**src/rtl/fetch_stage_if.sv**
```systemverilog
// Instruction-memory request/response bundle between the fetch stage
// (master) and instruction memory (slave).
interface fetch_stage_if;
  logic        req;
  logic [31:0] addr;
  logic        ack;
  logic [31:0] rdata;

  modport master (output req, output addr, input ack, input rdata);
  modport slave  (input req, input addr, output ack, output rdata);
endinterface

```
**src/rtl/fetch_stage.sv**
```systemverilog
// Instruction-fetch stage: presents the PC to instruction memory, fills IF/ID,
// and parks one completed fetch in a skid entry while decode is stalled.
module fetch_stage #(
  parameter logic [31:0] NOP_INSTR = 32'h0000_0013,
  parameter int          CNT_W     = 32
) (
  input  logic             clk,
  input  logic             rst_n,
  input  logic [31:0]      pc_in_i,
  output logic             pc_stall_o,
  fetch_stage_if.master    imem,
  input  logic             id_stall_i,
  input  logic             flush_i,
  output logic [31:0]      if_id_pc_o,
  output logic [31:0]      if_id_instr_o,
  output logic             if_id_valid_o,
  output logic [CNT_W-1:0] fetch_count_o,
  output logic [CNT_W-1:0] stall_count_o
);

  typedef enum logic {RUN, HOLD} state_t;

  state_t             state_q, state_d;
  logic [31:0]        ifid_pc_q, ifid_pc_d;
  logic [31:0]        ifid_instr_q, ifid_instr_d;
  logic               ifid_valid_q, ifid_valid_d;
  logic [31:0]        skid_pc_q, skid_pc_d;
  logic [31:0]        skid_instr_q, skid_instr_d;
  logic [CNT_W-1:0]   fetch_cnt_q, fetch_cnt_d;
  logic [CNT_W-1:0]   stall_cnt_q, stall_cnt_d;
  logic               req;
  logic               pc_stall;

  always_ff @(posedge clk or negedge rst_n) begin
    if (!rst_n) begin
      state_q      <= RUN;
      ifid_pc_q    <= 32'h0;
      ifid_instr_q <= NOP_INSTR;
      ifid_valid_q <= 1'b0;
      skid_pc_q    <= 32'h0;
      skid_instr_q <= NOP_INSTR;
      fetch_cnt_q  <= '0;
      stall_cnt_q  <= '0;
    end else begin
      state_q      <= state_d;
      ifid_pc_q    <= ifid_pc_d;
      ifid_instr_q <= ifid_instr_d;
      ifid_valid_q <= ifid_valid_d;
      skid_pc_q    <= skid_pc_d;
      skid_instr_q <= skid_instr_d;
      fetch_cnt_q  <= fetch_cnt_d;
      stall_cnt_q  <= stall_cnt_d;
    end
  end

  always_comb begin
    state_d      = state_q;
    ifid_pc_d    = ifid_pc_q;
    ifid_instr_d = ifid_instr_q;
    ifid_valid_d = ifid_valid_q;
    skid_pc_d    = skid_pc_q;
    skid_instr_d = skid_instr_q;
    fetch_cnt_d  = fetch_cnt_q;
    req          = 1'b1;
    pc_stall     = 1'b0;

    case (state_q)
      RUN: begin
        if (flush_i) begin
          ifid_valid_d = 1'b0;
          ifid_instr_d = NOP_INSTR;
        end else if (imem.ack) begin
          fetch_cnt_d = fetch_cnt_q + CNT_W'(1);
          // An empty IF/ID is always writable, even under a decode stall.
          if (!ifid_valid_q || !id_stall_i) begin
            ifid_pc_d    = pc_in_i;
            ifid_instr_d = imem.rdata;
            ifid_valid_d = 1'b1;
          end else begin
            skid_pc_d    = pc_in_i;
            skid_instr_d = imem.rdata;
            state_d      = HOLD;
          end
        end else begin
          pc_stall = 1'b1;
          if (!id_stall_i) begin
            ifid_valid_d = 1'b0;
            ifid_instr_d = NOP_INSTR;
          end
        end
      end
      HOLD: begin
        if (flush_i) begin
          ifid_valid_d = 1'b0;
          ifid_instr_d = NOP_INSTR;
          state_d      = RUN;
        end else begin
          req      = 1'b0;
          pc_stall = 1'b1;
          if (!id_stall_i) begin
            ifid_pc_d    = skid_pc_q;
            ifid_instr_d = skid_instr_q;
            ifid_valid_d = 1'b1;
            state_d      = RUN;
          end
        end
      end
      default: state_d = RUN;
    endcase

    stall_cnt_d = stall_cnt_q + CNT_W'(pc_stall);
  end

  assign imem.req      = req;
  assign imem.addr     = pc_in_i;
  assign pc_stall_o    = pc_stall;
  assign if_id_pc_o    = ifid_pc_q;
  assign if_id_instr_o = ifid_instr_q;
  assign if_id_valid_o = ifid_valid_q;
  assign fetch_count_o = fetch_cnt_q;
  assign stall_count_o = stall_cnt_q;

endmodule

```
**src/flat_wrapper.sv**
```systemverilog
// flat-port wrapper written by rule: the top's interface ports become plain ports
module fetch_stage_flat 
#(
  parameter logic [31:0] NOP_INSTR = 32'h0000_0013,
  parameter int          CNT_W     = 32
)
  (clk, rst_n, pc_in_i, pc_stall_o, id_stall_i, flush_i, if_id_pc_o, if_id_instr_o, if_id_valid_o, fetch_count_o, stall_count_o, imem_req, imem_addr, imem_ack, imem_rdata);
  fetch_stage_if imem_i ();
  input  logic clk;
  input  logic rst_n;
  input  logic [31:0] pc_in_i;
  output logic pc_stall_o;
  input  logic id_stall_i;
  input  logic flush_i;
  output logic [31:0] if_id_pc_o;
  output logic [31:0] if_id_instr_o;
  output logic if_id_valid_o;
  output logic [CNT_W-1:0] fetch_count_o;
  output logic [CNT_W-1:0] stall_count_o;
  output wire logic [$bits(imem_i.req)-1:0] imem_req;
  output wire logic [$bits(imem_i.addr)-1:0] imem_addr;
  input wire logic [$bits(imem_i.ack)-1:0] imem_ack;
  input wire logic [$bits(imem_i.rdata)-1:0] imem_rdata;
  assign imem_req = imem_i.req;
  assign imem_addr = imem_i.addr;
  assign imem_i.ack = imem_ack;
  assign imem_i.rdata = imem_rdata;
  fetch_stage #(.NOP_INSTR(NOP_INSTR), .CNT_W(CNT_W)) u_core (.clk(clk), .rst_n(rst_n), .pc_in_i(pc_in_i), .pc_stall_o(pc_stall_o), .imem(imem_i), .id_stall_i(id_stall_i), .flush_i(flush_i), .if_id_pc_o(if_id_pc_o), .if_id_instr_o(if_id_instr_o), .if_id_valid_o(if_id_valid_o), .fetch_count_o(fetch_count_o), .stall_count_o(stall_count_o));
endmodule
```
**config.mk**
```make
export PLATFORM = sky130hd
export DESIGN_NAME = fetch_stage_flat
export DESIGN_NICKNAME = d
export VERILOG_FILES = /design/src/rtl/fetch_stage_if.sv /design/src/rtl/fetch_stage.sv /design/src/flat_wrapper.sv
export SDC_FILE = /design/constraint.sdc
export NUM_CORES = 1
export LEC_CHECK = 0
export CAP_MARGIN = 0
export CORE_UTILIZATION = 52
export CTS_CLUSTER_DIAMETER = 200
export DETAILED_ROUTE_END_ITERATION = 10
export PLACE_DENSITY = 0.95
export SLEW_MARGIN = 25
export SYNTH_ARGS = -nofsm -noshare
export SYNTH_HDL_FRONTEND = slang
export SYNTH_SLANG_ARGS = --single-unit
```
**constraint.sdc**
```tcl
create_clock -name clk -period 3.2 [get_ports clk]
set_input_delay 0.32 -clock clk [delete_from_list [all_inputs] [get_ports clk]]
set_output_delay 0.32 -clock clk [all_outputs]
set_load 0.01 [all_outputs]
```
==> results.md, run 1 <==
- Worst Skew: 6.86 ps
- Synth area leaders: dfrtp_1, mux2_1, xnor2_1
- CTS Sinks: 194
- Final Cycle Share: 77.7%
- Peak supply drop: 0.353 mV
- Cell count after synthesis: 716
- Num CTS Buffers: 17
- Place WS: 386 ps
- Hold WS: 470 ps
- Vias per cell: 5.45
- Final net count: 986
- Area occupied by multi-input gates: 3180 um2
- Met1 wire length: 8.31 mm
- Syn Area/Cell: 11.8 um2
- DRT antenna net count: 0
- Area taken by flip-flops and latches: 4860 um2
- Top Metal Used: met4
- TritonCTS clock tree: built
- Final worst slack: 715 ps
- Clk_lat worst skew: 420 ps
- Worst hold path type: reg -> reg
- DR WL/cell: 17.3 um
- Slew @ Worst Pin: 955 ps
- Vias in the first global route: 6189
- Top cell type by total area after synthesis: dfrtp_1
- CP max FO: 8
- Final HPWL DP: 13.8 mm
- Post_cts resized: 0
- Num ports: 232
- H-tree level count: 4
- Outcome: finished, final reports clean
- EDFF count, synth: 0
- Setup TNS: 0 ps
- Initial antenna violation count: 0
- Synthesized flop and latch total: 194
- Row count: 46
- Largest net degree at the start of global routing: 92
- Fin. Hold Viols: 0
- Total grt overflow: 0
- Seq/Total Area, Yosys: 57.6%
- Clock-pin slew on the worst setup and hold paths: 70 ps
- GPL Wtd Cong: 0.826
- Metal2 WL: 9.90 mm
- Die Height: 129 um
- Mapped Nets: 789
- DR WL met3: 1.08 mm
- Tmin final: 2490 ps
- Total global-route track usage: 24.5%
- Top-area cell type share of the netlist area: 55.8%
- Cell area after layout: 11400 um2
- TritonRoute pass-1 iters: 4
- DR vias: 6213
- Pwr Density: 576 nW/um2
- FFs w/ async S/R, synth: 100%
- Die Area: 16700 um2
- Prevailing post-synth register cell: dfrtp_1
- Data arrival, critical path: 2780 ps
- Setup Fix Bufs, Post-CTS: 0
- CP endpoint kind: flop
- Layout area overhead: 35.0%
- Drt total wl: 19.8 mm
- Synthesis Warnings: 0
- First-pass GRT wire length: 31.7 mm
- Critical path class: reg -> reg
- # setup viols final: 0
- Synth cell count leaders: dfrtp_1, nor2_1, a21oi_1
- Fillers: 1103
- Crit start category: flop
- Post-Syn Area: 8440 um2
- Slew headroom: 35.8%
- Worst EP required: 3500 ps
- Inserted Diodes: 0
- Max-Cap Viols: 0
- Die X: 129 um
- Initial drt markers: 362
- Placed cell area: 10800 um2
- Leakage power: 4.76 nW
- Port-buffer cells: 231
- Final Power: 6.56 mW
- CORE AREA: 15900 um2
- Layout cells sized above 1: 6.38%
- Max Fclk: 402 MHz
- Clk root buf: clkbuf_16
- Unique masters post-synth: 40
- Initial Utilization: 53.1%
- Drt drc: 0
- Top-count cell post-synth: dfrtp_1
- Slew Viols, Final: 0
- Clock buffer depth: 2
- RSZ-0062 raised after global routing: no
## routing by layer
layer	GRT usage, %	vias to the layer above
li1	-	2878
met1	31.3	3097
met2	40.4	198
met3	5.66	40
met4	9.55	0
met5	0	-
## critical path: stages, from the launching register on
cell and delay [ps]:
dfrtp_2 480, inv_2 60, a21oi_1 360, ha_1 270, ha_1 240, nand4_1 270
nor3_1 400, nand3_1 140, xnor2_1 140
## sequential cells by signal (all words and copies together), names as in the netlist
name	count
u_core.skid_pc_q	32
u_core.skid_instr_q	32
u_core.if_id_valid_o	1
u_core.fetch_count_o	32
u_core.stall_count_o	32
u_core.if_id_instr_o	32
u_core.if_id_pc_o	32
u_core.state_q	1
## stage by stage
stage	instances	util (%)
after global placement	1109	67.9
after detailed placement	1109	67.9
after CTS	1141	71.7
final	1141	71.7
after global routing	1141	71.7
after floorplan	716	-
## timing repair
item,in CTS,in global routing
endpoints found under the setup margin,0,0
hold endpoints to repair,89,0
hold buffers,1,0
## layout make-up
| class | instances | area share [%] |
|---|---|---|
| Multi-Input combinational cell | 449 | 28.0 |
| Sequential cell | 194 | 42.7 |
| Timing Repair Buffer | 242 | 21.4 |
| Clock inverter | 12 | 1.36 |
| Clock buffer | 19 | 3.89 |
| Tap cell | 216 | 2.37 |
| Inverter | 9 | 0.297 |
## final timing paths
| check | start | endpoint | slack (ps) | cells past startpoint |
|---|---|---|---|---|
| min | u_core.stall_count_o[31] | u_core.stall_count_o[31] | 470 | 1 |
| min in group asynchronous | rst_n | u_core.stall_count_o[15] | 520 | 2 |
| max reg2reg | u_core.state_q | u_core.stall_count_o[12] | 710 | 8 |
| max in group asynchronous | rst_n | u_core.skid_instr_q[1] | 1850 | 3 |
| min reg2reg | u_core.stall_count_o[31] | u_core.stall_count_o[31] | 470 | 1 |
| max | u_core.state_q | u_core.stall_count_o[12] | 710 | 8 |
## cells by family after synthesis
kind of cell | count (synthesis) | share of synthesized area [%]
simple gates | 187 | 11.2
flops | 194 | 57.6
buf+inv | 73 | 4.95
mux | 96 | 12.3
xor+xnor | 61 | 6.33
compound gates | 101 | 6.95
fa+ha+maj | 4 | 0.593
## where the power goes
group / internal, mW / switching, mW
registers: 2.88 / 0.315
logic: 0.688 / 0.511
clock network: 1.25 / 0.912
## layout by cell type, fill, tap and decap left out, types with 3 or more instances in the layout
master           Yosys  routed
and4_1               4       4
o22ai_1              3       3
nor2_1              76      74
a21oi_1             66      66
buf_12               0       3
ha_1                 4       4
and3_1              10       9
mux2_1              64      64
buf_4               32       7
clkbuf_16            0      17
bufinv_16            0       3
nor3_1              11      10
dfrtp_1            188     187
a22oi_1             29      29
nand2_1             22      22
dfstp_2              6       6
xor2_1              14      14
mux2i_1             32      32
clkdlybuf4s50_1      0     230
nand4_1             22      22
inv_1                6       6
clkinv_2             0       3
xnor2_1             47      47
nand3_1             24      24
No activity file was read; power rests on OpenSTA's default activity.
==> run 2: changes to the inputs <==
--- a/config.mk
+++ b/config.mk
@@ -6,10 +6,10 @@
 export NUM_CORES = 1
 export LEC_CHECK = 0
 export CAP_MARGIN = 0
-export CORE_UTILIZATION = 52
+export CORE_UTILIZATION = 44
 export CTS_CLUSTER_DIAMETER = 200
 export DETAILED_ROUTE_END_ITERATION = 10
-export PLACE_DENSITY = 0.95
+export PLACE_DENSITY = 0.87
 export SLEW_MARGIN = 25
 export SYNTH_ARGS = -nofsm -noshare
 export SYNTH_HDL_FRONTEND = slang
==> constraint.sdc (replaced) <==
create_clock -name clk -period 2.2 [get_ports clk]
set_input_delay 0.22 -clock clk [delete_from_list [all_inputs] [get_ports clk]]
set_output_delay 0.22 -clock clk [all_outputs]
set_load 0.01 [all_outputs]
==> run 2 against run 1 <==
  * Worst hold slack worse by 180 ps
  * Die area rose by 18%
  * Utilization is 10 points lower
  * Cell area up 1.6%
  * Critical path type is now reg -> out
  * Critical endpoint is now pc_stall_o
  * Largest cell class unchanged
  * Highest routed layer unchanged
==> results.md, run 2 (same netlist as run 1, synthesis figures left out) <==
- Outcome: finished, final reports clean
- Die X: 140 um (+8.6%)
- Clk root buf: clkbuf_16
- DR WL/cell: 16.2 um (-6.3%)
- CP endpoint kind: primary output
- Crit start category: flop
- Commonest non-fill, non-tap cell in the layout: clkdlybuf4s50_1
- DR vias: 6246 (+0.53%)
- Place WS: -20.6 ps (-407 ps)
- Clock network fraction of total power: 33.0% (about the same)
- Inserted Diodes: 0 (unchanged)
- Layout area overhead: 37.2%
- Clock-pin slew on the worst setup and hold paths: 70 ps (about the same)
- Drt total wl: 19.1 mm (-3.4%)
- Final net count: 1003 (+1.7%)
- CP max FO: 7 (-1)
- Largest stage delay, worst path: 550 ps (+70 ps)
- Pint: 6.93 mW (+44%)
- CP top delay family: buffers and inverters
- Final worst slack: 198 ps (-517 ps)
- Tmin final: 2000 ps
- Cell area after layout: 11600 um2 (+1.6%)
- Slew headroom: 60.8% (+25 points)
- Comb pwr share: 18.5% (+0.2 points)
- Crit path max-delay cell type: clkdlybuf4s50_1
- Clk_lat worst skew: 430 ps (about the same)
- Drt drc: 0 (unchanged)
- Final HPWL DP: 13.5 mm (-2.0%)
- Crit Reg-Reg Startpoint: u_core.state_q
- Die Area: 19700 um2 (+18%)
- DRT antenna net count: 0 (unchanged)
- Placed cell area: 11000 um2 (+1.7%)
- Fillers: 1514 (+37%)
- Data arrival, critical path: 1780 ps (-1000 ps)
- H-tree level count: 4 (unchanged)
- Layout cells sized above 1: 8.27% (+1.9 points)
- Crit-path cells: inv_2, a21oi_1, buf_4, clkdlybuf4s50_1
- Hold WS: 291 ps (-179 ps)
- Largest net degree at the start of global routing: 65 (-29%)
- Initial Utilization: 45.0% (-8.2 points)
- Pwr Density: 824 nW/um2 (+43%)
- Max Fclk: 499 MHz
- Vias in the first global route: 6358 (+2.7%)
- Final Cycle Share: 91.0%
- Setup TNS: 0 ps (unchanged)
- Worst hold path type: in -> async
- Worst Skew: 10.3 ps (+3.44 ps)
- Post_cts resized: 0 (unchanged)
- Vias per cell: 5.31 (-2.5%)
- Leakage power: 4.85 nW (+2.1%)
- Die Height: 140 um (+8.6%)
- Initial drt markers: 288 (-20%)
- GPL Wtd Cong: 0.827 (+0.17%)
- CORE AREA: 18800 um2 (+18%)
- R2R setup slack: 260 ps (-450 ps)
- Slew Viols, Final: 0 (unchanged)
- First-pass GRT wire length: 31.7 mm (about the same)
- Worst EP required: 1980 ps (-1520 ps)
- Buf+Inv Stages, Crit Path: 3 (+2)
- Slew @ Worst Pin: 589 ps (-367 ps)
- RR Endpoint: u_core.stall_count_o[14]
- RSZ-0062 raised after global routing: no
- Num ports: 232 (unchanged)
- Num CTS Buffers: 17 (unchanged)
- TritonRoute pass-1 iters: 4 (unchanged)
- Peak supply drop: 0.547 mV (+55%)
- Critical path class: reg -> out
- Max-Cap Viols: 0 (unchanged)
- Total global-route track usage: 20.3% (-4.2 points)
- FF-to-FF path depth: 10 (+2)
- Fin. Hold Viols: 0 (unchanged)
- Commonest cells after routing, fill and taps aside: clkdlybuf4s50_1, dfrtp_1, nor2_1, a21oi_1, mux2_1
- Initial antenna violation count: 0 (unchanged)
- Sw frac: 27.3% (+0.86 points)
- Final core area utilization: 61.7% (-10 points)
- Clock buffer depth: 2 (unchanged)
- Sequential share of power: 48.5% (-0.3 points)
- CTS Sinks: 194 (unchanged)
- P_sw: 2.61 mW (+50%)
- Port-buffer cells: 231 (unchanged)
- Row count: 50 (+8.7%)
- TritonCTS clock tree: built
- # setup viols final: 0 (unchanged)
- Total grt overflow: 0 (unchanged)
run 2: timing repair:
| item | in CTS | in global routing |
|---|---|---|
| endpoints found under the setup margin | 0 | 0 |
| hold buffers | 1 | 0 |
| setup buffers | 0 | 0 |
| hold endpoints to repair | 39 | 0 |
run 2: per-stage QoR:
step,power [mW],cells
2_1_floorplan,5.39,716
3_3_place_gp,6.37,1144
3_5_place_dp,6.47,1144
4_1_cts,9.64,1177
5_1_grt,9.99,1177
6_report,9.54,1177
run 2: routing by layer:
| metal | routed length, um | global-route usage, % | vias to the layer above |
|---|---|---|---|
| met5 | 0 | 0 | - |
| met4 | 253 | 6.35 | 0 |
| met3 | 1210 | 5.30 | 20 |
| met2 | 9430 | 33.9 | 203 |
| met1 | 8200 | 25.9 | 3111 |
| li1 | - | - | 2912 |
run 2: worst max-delay path by stage:
stage                     depth (start not counted)      startpoint                       end  slack (ps)
final                                             4  u_core.state_q                pc_stall_o         200
after CTS                                         4  u_core.state_q                pc_stall_o         160
after floorplan                                   9  u_core.state_q  u_core.stall_count_o[12]          20
after global routing                             10  u_core.state_q  u_core.stall_count_o[14]          20
after detailed placement                          6         flush_i  u_core.fetch_count_o[25]         -20
after global placement                           10         flush_i  u_core.stall_count_o[12]          10
run 2: final cells by class:
cell class                 instances  area [um2]  area share, %
timing repair buffer             259        2600           22.5
multi-input combinational        449        3180           27.5
tap                              234         293           2.53
sequential                       194        4860           42.0
clock buffer                      17         425           3.67
inverter                           9        33.8          0.292
clock inverter                    15         176           1.52
run 2: power by group through the flow:
stage / sequential [mW] / clock, mW / combinational, mW
after floorplan: 4.71 / 0 / 0.680
after global placement: 4.64 / 0 / 1.73
after detailed placement: 4.68 / 0 / 1.79
after CTS: 4.62 / 3.22 / 1.80
after global routing: 4.71 / 3.36 / 1.92
final: 4.63 / 3.15 / 1.76
